$ cat src/rtl/bcd_ctrl_pkg.sv
// Shared types and constants for the BCD stopwatch controller and its digit cells.
package bcd_ctrl_pkg;

    typedef enum logic [1:0] {
        IDLE  = 2'd0,
        RUN   = 2'd1,
        PAUSE = 2'd2
    } sw_state_t;

    typedef logic [3:0] bcd_digit_t;

    localparam bcd_digit_t BCD_MAX = 4'd9;

endpackage

$ cat src/rtl/bcd_digit.sv
// Single BCD digit register: clears on clr, advances 0..9 on inc, flags the 9 state.
import bcd_ctrl_pkg::*;

module bcd_digit (
    input  logic       clk,
    input  logic       rst,
    input  logic       clr,
    input  logic       inc,
    output bcd_digit_t value,
    output logic       at_max
);

    bcd_digit_t value_q;
    bcd_digit_t value_d;

    always_comb begin
        value_d = value_q;
        if (clr) begin
            value_d = '0;
        end else if (inc) begin
            value_d = (value_q == BCD_MAX) ? 4'd0 : value_q + 4'd1;
        end
    end

    always_ff @(posedge clk or posedge rst) begin
        if (rst) begin
            value_q <= '0;
        end else begin
            value_q <= value_d;
        end
    end

    assign value  = value_q;
    assign at_max = (value_q == BCD_MAX);

endmodule

$ cat src/rtl/bcd_stopwatch_ctrl.sv
// Run/pause/clear stopwatch: prescaled tick drives a cascade of BCD digits.
// Optional lap snapshot display is built when LAP_STOPWATCH_EN is defined.
import bcd_ctrl_pkg::*;

module bcd_stopwatch_ctrl #(
    parameter int DIGITS   = 4,
    parameter int TICK_DIV = 10
) (
    input  logic                  clk,
    input  logic                  rst,
    input  logic                  start_i,
    input  logic                  stop_i,
    input  logic                  clear_i,
`ifdef LAP_STOPWATCH_EN
    input  logic                  lap_i,
`endif
    output logic [4*DIGITS-1:0]   count_o,
    output logic                  running_o,
    output logic                  wrap_o
);

    localparam int PW = (TICK_DIV > 2) ? $clog2(TICK_DIV) : 1;
    localparam logic [PW-1:0] PRESC_LAST = PW'(TICK_DIV - 1);

    sw_state_t       state_q, state_d;
    logic [PW-1:0]   presc_q, presc_d;
    logic            wrap_q;
    logic            tick;
    logic [DIGITS:0] carry;
    logic [DIGITS-1:0] at_max;
    logic [4*DIGITS-1:0] live;

    always_comb begin
        state_d = state_q;
        presc_d = presc_q;
        tick    = 1'b0;
        case (state_q)
            IDLE: begin
                presc_d = '0;
                if (!clear_i && start_i) state_d = RUN;
            end
            RUN: begin
                if (clear_i) begin
                    state_d = IDLE;
                    presc_d = '0;
                end else if (stop_i) begin
                    // Pausing suppresses the tick but keeps the phase, so a
                    // prescaler already at its last value waits there.
                    state_d = PAUSE;
                    if (presc_q != PRESC_LAST) presc_d = presc_q + 1'b1;
                end else begin
                    tick    = (presc_q == PRESC_LAST);
                    presc_d = tick ? '0 : presc_q + 1'b1;
                end
            end
            PAUSE: begin
                if (clear_i) begin
                    state_d = IDLE;
                    presc_d = '0;
                end else if (start_i && !stop_i) begin
                    state_d = RUN;
                end
            end
            default: begin
                state_d = IDLE;
                presc_d = '0;
            end
        endcase
    end

    always_ff @(posedge clk or posedge rst) begin
        if (rst) begin
            state_q <= IDLE;
            presc_q <= '0;
            wrap_q  <= 1'b0;
        end else begin
            state_q <= state_d;
            presc_q <= presc_d;
            wrap_q  <= carry[DIGITS];
        end
    end

    // Single-edge carry: digit k increments when the tick is present and every lower digit is 9.
    assign carry[0] = tick;

    for (genvar g = 0; g < DIGITS; g++) begin : g_digit
        bcd_digit_t dval;
        bcd_digit u_digit (
            .clk    (clk),
            .rst    (rst),
            .clr    (clear_i),
            .inc    (carry[g]),
            .value  (dval),
            .at_max (at_max[g])
        );
        assign live[4*g +: 4] = dval;
        assign carry[g+1]     = carry[g] & at_max[g];
    end

`ifdef LAP_STOPWATCH_EN
    logic                lap_prev_q;
    logic                lap_mode_q;
    logic [4*DIGITS-1:0] snap_q;

    always_ff @(posedge clk or posedge rst) begin
        if (rst) begin
            lap_prev_q <= 1'b0;
            lap_mode_q <= 1'b0;
            snap_q     <= '0;
        end else begin
            lap_prev_q <= lap_i;
            if (clear_i) begin
                lap_mode_q <= 1'b0;
                snap_q     <= '0;
            end else if (lap_i && !lap_prev_q) begin
                lap_mode_q <= !lap_mode_q;
                if (!lap_mode_q) snap_q <= live;
            end
        end
    end

    assign count_o = lap_mode_q ? snap_q : live;
`else
    assign count_o = live;
`endif

    assign running_o = (state_q == RUN);
    assign wrap_o    = wrap_q;

endmodule

$ cat config.mk
export PLATFORM = sky130hd
export DESIGN_NAME = bcd_stopwatch_ctrl
export DESIGN_NICKNAME = d
export VERILOG_FILES = /design/src/rtl/bcd_ctrl_pkg.sv /design/src/rtl/bcd_digit.sv /design/src/rtl/bcd_stopwatch_ctrl.sv
export SDC_FILE = /design/constraint.sdc
export NUM_CORES = 1
export LEC_CHECK = 0
export CORE_ASPECT_RATIO = 1.1
export CORE_MARGIN = 10
export CORE_UTILIZATION = 50
export DETAILED_ROUTE_END_ITERATION = 10
export PLACE_DENSITY = 0.76
export SYNTH_ARGS = -nofsm -noshare
export SYNTH_HDL_FRONTEND = slang
export SYNTH_SLANG_ARGS = --single-unit
$ cat constraint.sdc
create_clock -name clk -period 4.05 [get_ports clk]
set_input_delay 0.405 -clock clk [delete_from_list [all_inputs] [get_ports clk]]
set_output_delay 0.405 -clock clk [all_outputs]
set_load 0.01 [all_outputs]
==> Word-level counts from Yosys, hierarchy flattened <==
Index checks and enable logic that the tools add are counted.
{ "op_classes": {"n_addsub": 5, "n_eq_ne": 13, "mux": 27, "n_bitwise": 4, "reduce_logical": 11} }
{ "op_table": {"columns": ["operator", "count"], "rows": [
  ["$mux W4", 17],
  ["$add A4 B1 Y4 const B", 5],
  ["$eq A4 B4 Y1 const B", 5],
  ["$mux W2", 5],
  ["$pmux W4 S2", 1],
  ["$reduce_bool A2 Y1", 4],
  ["$ne A3 B3 Y1 const B", 2],
  ["$pmux W2 S3", 1],
  ["$and A1 B1 Y1", 4],
  ["$ne A2 B2 Y1 const B", 2],
  ["$ne A4 B3 Y1 const B", 1],
  ["$ne A4 B4 Y1 const B", 1],
  ["$mux W1", 3],
  ["$reduce_and A3 Y1", 1],
  ["$eq A2 B1 Y1 const B", 1],
  ["$eq A2 B2 Y1 const B", 1],
  ["$logic_and A1 B1 Y1", 2],
  ["$logic_not A1 Y1", 2],
  ["$logic_not A2 Y1", 1],
  ["$reduce_and A2 Y1", 1]
]} }
{ "word_totals": {"reg_bits": 23, "out_inout_bits": 18, "wordCells": 67} }

==> Depth between registers and ports, before layout <==
{ "logic_depth": {"ltp_word": 9, "depth_mapped": 8, "depth_no_buf": 6} }

==> Modules after synthesis <==
From an unflattened synthesis, not the netlist that was laid out.
{ "unflattened": {"hier_cells": 145, "hier_area_um2": 1403.8} }
{ "modules_own_cells": {"columns": ["module", "n_inst", "cells_per_inst", "area_per_inst_um2"], "rows": [
  ["bcd_digit", 4, 26, 246.5],
  ["bcd_stopwatch_ctrl", 1, 41, 417.9]
]} }

==> Least setup slack after synthesis <==
No wires, ideal clock.
{ "synth_timing": {"path_kind": "reg2reg", "startpoint": "register presc_q[1]", "endpoint": "register g_digit[3].u_digit.value_q[2]", "setup_time_ns": 0.078, "arrival_ns": 1.676, "t_required_ns": 3.972, "slack_ns": 2.296, "path_stages_with_launch": 8, "n_path_buf": 1, "synth_period_minus_slack_ns": 1.754, "path_cell_list": "dfrtp_1 inv_1 ha_1 and3b_1 buf_2 nand4_2 or4_1 a21oi_1"} }
{ "synth_between": {"elab_chain_cells": 8} }
{ "synth_lines": {"columns": ["element", "line_no", "rtl"], "rows": [
  ["start: declaration", "bcd_stopwatch_ctrl.sv:26", "logic [PW-1:0] presc_q, presc_d;"],
  ["start signal: assignment", "bcd_stopwatch_ctrl.sv:78", "presc_q <= presc_d;"],
  ["$eq A4 B4 Y1", "bcd_stopwatch_ctrl.sv:52", "tick = (presc_q == PRESC_LAST);"],
  ["$mux W1", "bcd_stopwatch_ctrl.sv:46", "end else if (stop_i) begin"],
  ["$mux W1", "bcd_stopwatch_ctrl.sv:43", "if (clear_i) begin"],
  ["$mux W1", "bcd_stopwatch_ctrl.sv:37", "case (state_q)"],
  ["$and A1 B1 Y1 (3 in a row)", "bcd_stopwatch_ctrl.sv:97", "assign carry[g+1] = carry[g] & at_max[g];"],
  ["$reduce_bool A2 Y1 (no line)", null, null],
  ["end signal: assignment", "bcd_digit.sv:29", "value_q <= value_d;"],
  ["end: declaration", "bcd_digit.sv:13", "bcd_digit_t value_q;"]
]} }
No other way between the ends.
A chain may end at the register's enable or synchronous reset.

==> Worst setup path in the final report <==
{ "layout_timing": {"startpoint": "input clear_i", "endpoint": "register g_digit[3].u_digit.value_q[2]"} }
{ "layout_between": {"elab_chain_cells": 6} }
{ "layout_lines": {"columns": ["element", "line_no", "rtl"], "rows": [
  ["start: declaration", "bcd_stopwatch_ctrl.sv:13", "input logic clear_i,"],
  ["$mux W1", "bcd_stopwatch_ctrl.sv:43", null],
  ["$mux W1", "bcd_stopwatch_ctrl.sv:37", null],
  ["$and A1 B1 Y1 (3 in a row)", "bcd_stopwatch_ctrl.sv:97", null],
  ["$reduce_bool A2 Y1 (no line)", null, null]
]} }
Several ways; a longest one is shown, not always the timed one.

==> results.sh <==
export IMPL_outcome="complete, no violations"
export IMPL_cts_max_level=1
export IMPL_cap_violations=0
export IMPL_synth_cell_type_count=38
export IMPL_via_count=1131
export IMPL_n_antenna_cell=0
export IMPL_fin_crit_ns=2.214
export IMPL_p_int_mw=0.2814
export IMPL_cts_tree="built"
export IMPL_holdBufCountCts=0
export IMPL_slowest_delay_ns=0.58
export IMPL_critical_path_startpoint="clear_i"
export IMPL_pwr_share_clk_pct=29.8
export IMPL_post_cts_resized=0
export IMPL_initial_core_util_pct=51.47
export IMPL_grt_usage_pct=11.34
export IMPL_fin_skew_ns=0.001152
export IMPL_synthAdderAreaFrac_pct=8.913
export IMPL_hp_class="primary input to asynchronous set/reset pin"
export IMPL_end_kind="flop"
export IMPL_crit_fanout=25
export IMPL_antenna_found_initial=0
export IMPL_synth_xor_area_share_pct=1.248
export IMPL_clk_path_buf_depth=2
export IMPL_yosys_area_share_simple_pct=24.24
export IMPL_p_comb_share_pct=7.8
export IMPL_r2r_start="presc_q[1]$_DFFE_PP0P_"
export IMPL_start_kind="primary input"
export IMPL_portBuffers=22
export IMPL_first_iter_violations=72
export IMPL_p_seq_share_pct=62.4
export IMPL_synth_top_family_by_area="simple AND/OR/NAND/NOR gates"
export IMPL_ys_warnings_count=0
export IMPL_synth_compound_area_share_pct=15.42
export IMPL_hpwl_mm=2.162
export IMPL_ys_async_sr_fraction_pct=100.0
export IMPL_post_place_cells=194
export IMPL_critical_path_required_ns=4.31
export IMPL_synth_cells=144
export IMPL_switchingPower_mw=0.09442
export IMPL_rsz0062_at_grt="false"
export IMPL_muxShareOfSynthArea_pct=3.565
export IMPL_power_density_mw_per_mm2=225.7
export IMPL_synth_area_mm2=0.001404
export IMPL_yosysSeqAreaShare_pct=41.00
export IMPL_drtPass1Iterations=4
export IMPL_fin_tns_setup_ns=0
export IMPL_synth_main_ff_cell="dfrtp_1"
export IMPL_drive_gt1_share_pct=4.848
export IMPL_ant_nets=0
export IMPL_die_h_um=75.58
export IMPL_finalHoldViolations=0
export IMPL_grt_pass1_wl_mm=5.043
export IMPL_ys_ff_latch=23
export IMPL_gr_total_overflow=0
export IMPL_syn_avg_cell_area_um2=9.749
export IMPL_synth_edff_count=0
export IMPL_routed_wl_mm=3.002
export IMPL_coreArea_mm2=0.002728
export IMPL_fin_cells=198
export IMPL_switching_share_pct=25.12
export IMPL_min_period_over_period_pct=54.66
export IMPL_wl_per_cell_um=15.16
export IMPL_cp_cell_sequence="clkdlybuf4s50_1 -> buf_4 -> nor4b_4 -> nand4_2 -> or4_1 -> a21oi_1"
export IMPL_die_area_mm2=0.005330
export IMPL_layout_nets=181
export IMPL_post_cts_buffers=0
export IMPL_tightest_slew_ns=0.8881
export IMPL_root_buffer="clkbuf_4"
export IMPL_slew_headroom_pct=40.73
export IMPL_leakagePower_nw=0.6843
export IMPL_layout_common_cells="dfrtp_1 (23), clkdlybuf4s50_1 (22), a21oi_1 (12), inv_1 (12)"
export IMPL_path_clk_slew_ns=0.13
export IMPL_area_growth_syn_to_layout_pct=18.63
export IMPL_io_pins=23
export IMPL_grt_pass1_vias=1153
export IMPL_clock_latency_ns=0.32
export IMPL_report_final_setup_viol=0
export IMPL_die_x_um=70.52
export IMPL_drv_slew=0
export IMPL_synth_nets=159
export IMPL_max_freq_mhz=451.7
export IMPL_rows=20
export IMPL_vdd_ir_drop_max_mv=0.2032
export IMPL_cp_arrival_ns=2.47
export IMPL_viasPerCell=5.712
export IMPL_path_class="primary input to flop"
export IMPL_cts_buffers=3
export IMPL_worst_hold_slack_ns=0.5581
export IMPL_route_detailed_drc=0
export IMPL_place_congestion=0.7343
export IMPL_clock_sinks=23
export IMPL_crit_slowest_cell="or4_1"
export IMPL_grt_start_max_net_pins=26
export IMPL_final_common_cell="dfrtp_1"
-- power groups by stage --
stage               clock, mW  sequential (mW)  combinational [mW]
floorplan                   0            0.238              0.0202
detailed placement          0            0.239              0.0294
global route            0.118            0.235              0.0327
finish                  0.112            0.235              0.0292
CTS                     0.111            0.235              0.0295
global placement            0            0.239              0.0286
-- per-stage QoR --
stage / util (%) / worst slack [ns] / power (mW) / cell area (um^2)
floorplan: - / 2.296 / 0.2583 / 1404
global placement: 60.09 / 1.566 / 0.2674 / 1639
detailed placement: 60.09 / 1.500 / 0.2683 / 1639
CTS: 61.06 / 1.839 / 0.3751 / 1665
global route: 61.06 / 1.631 / 0.3861 / 1665
finish: 61.06 / 1.836 / 0.3758 / 1665
-- logic make-up after synthesis --
| logic type | Yosys count |
|---|---|
| multiplexers | 5 |
| XOR/XNOR | 2 |
| buffers and inverters | 18 |
| AO/OA/AOI/OAI | 34 |
| flip-flops | 23 |
| AND/OR/NAND/NOR | 52 |
| adder cells (fa/ha/maj) | 10 |
-- final timing paths --
check,end,slack (ns),cells past startpoint
min,g_digit[0].u_digit.value[2]$_DFFE_PP0P_,0.56,2
max in group asynchronous,g_digit[1].u_digit.value[3]$_DFFE_PP0P_,2.96,2
max reg2reg,g_digit[3].u_digit.value[2]$_DFFE_PP0P_,1.91,6
min reg2reg,g_digit[1].u_digit.value[3]$_DFFE_PP0P_,0.57,1
min in group clk,g_digit[1].u_digit.value[3]$_DFFE_PP0P_,0.57,1
max,g_digit[3].u_digit.value[2]$_DFFE_PP0P_,1.84,6
-- cell type report --
class	instances	area, um^2
Fill cell	242	1062
Multi-Input combinational cell	103	749.5
Sequential cell	23	575.6
Timing Repair Buffer	23	227.7
Inverter	12	45.04
Tap cell	33	41.29
Clock buffer	4	26.28
-- synth_stat cells (2+ instances only) --
cell type | n | area (um^2)
a22oi_1 | 2 | 15.01
or4_1 | 6 | 45.04
o21ai_0 | 8 | 40.04
nand3_1 | 3 | 15.01
buf_2 | 3 | 15.01
clkbuf_1 | 2 | 7.510
or3_1 | 3 | 18.77
inv_1 | 12 | 45.04
mux2i_1 | 5 | 50.05
a21oi_1 | 12 | 60.06
xor2_1 | 2 | 17.52
ha_1 | 10 | 125.1
nand2_1 | 9 | 33.78
nor2b_1 | 3 | 18.77
o31ai_1 | 3 | 22.52
nor2_1 | 10 | 37.54
nand3b_1 | 4 | 30.03
dfrtp_1 | 23 | 575.6
and3b_1 | 5 | 43.79
-- metal layers --
layer  vias up  part of all wire, %  GRT usage [%]
li1        566                    -              -
met2        19                   52          21.66
met3         4                  5.2          2.995
met1       542                   41          11.48
met5         -                    0              0
met4         0                  1.2          4.825
-- registers in the layout, summed over array words and instances, names as in the netlist --
name / flops
g_digit.u_digit.value: 16
presc_q: 4
state_q: 2
wrap_o: 1
-- worst max-delay path: cells and delay by family --
family | cells | cell delay [ns]
AO/OA/AOI/OAI | 1 | 0.15
buffers and inverters | 2 | 0.62
AND/OR/NAND/NOR | 3 | 1.29
No activity file was read; power rests on OpenSTA's default activity.
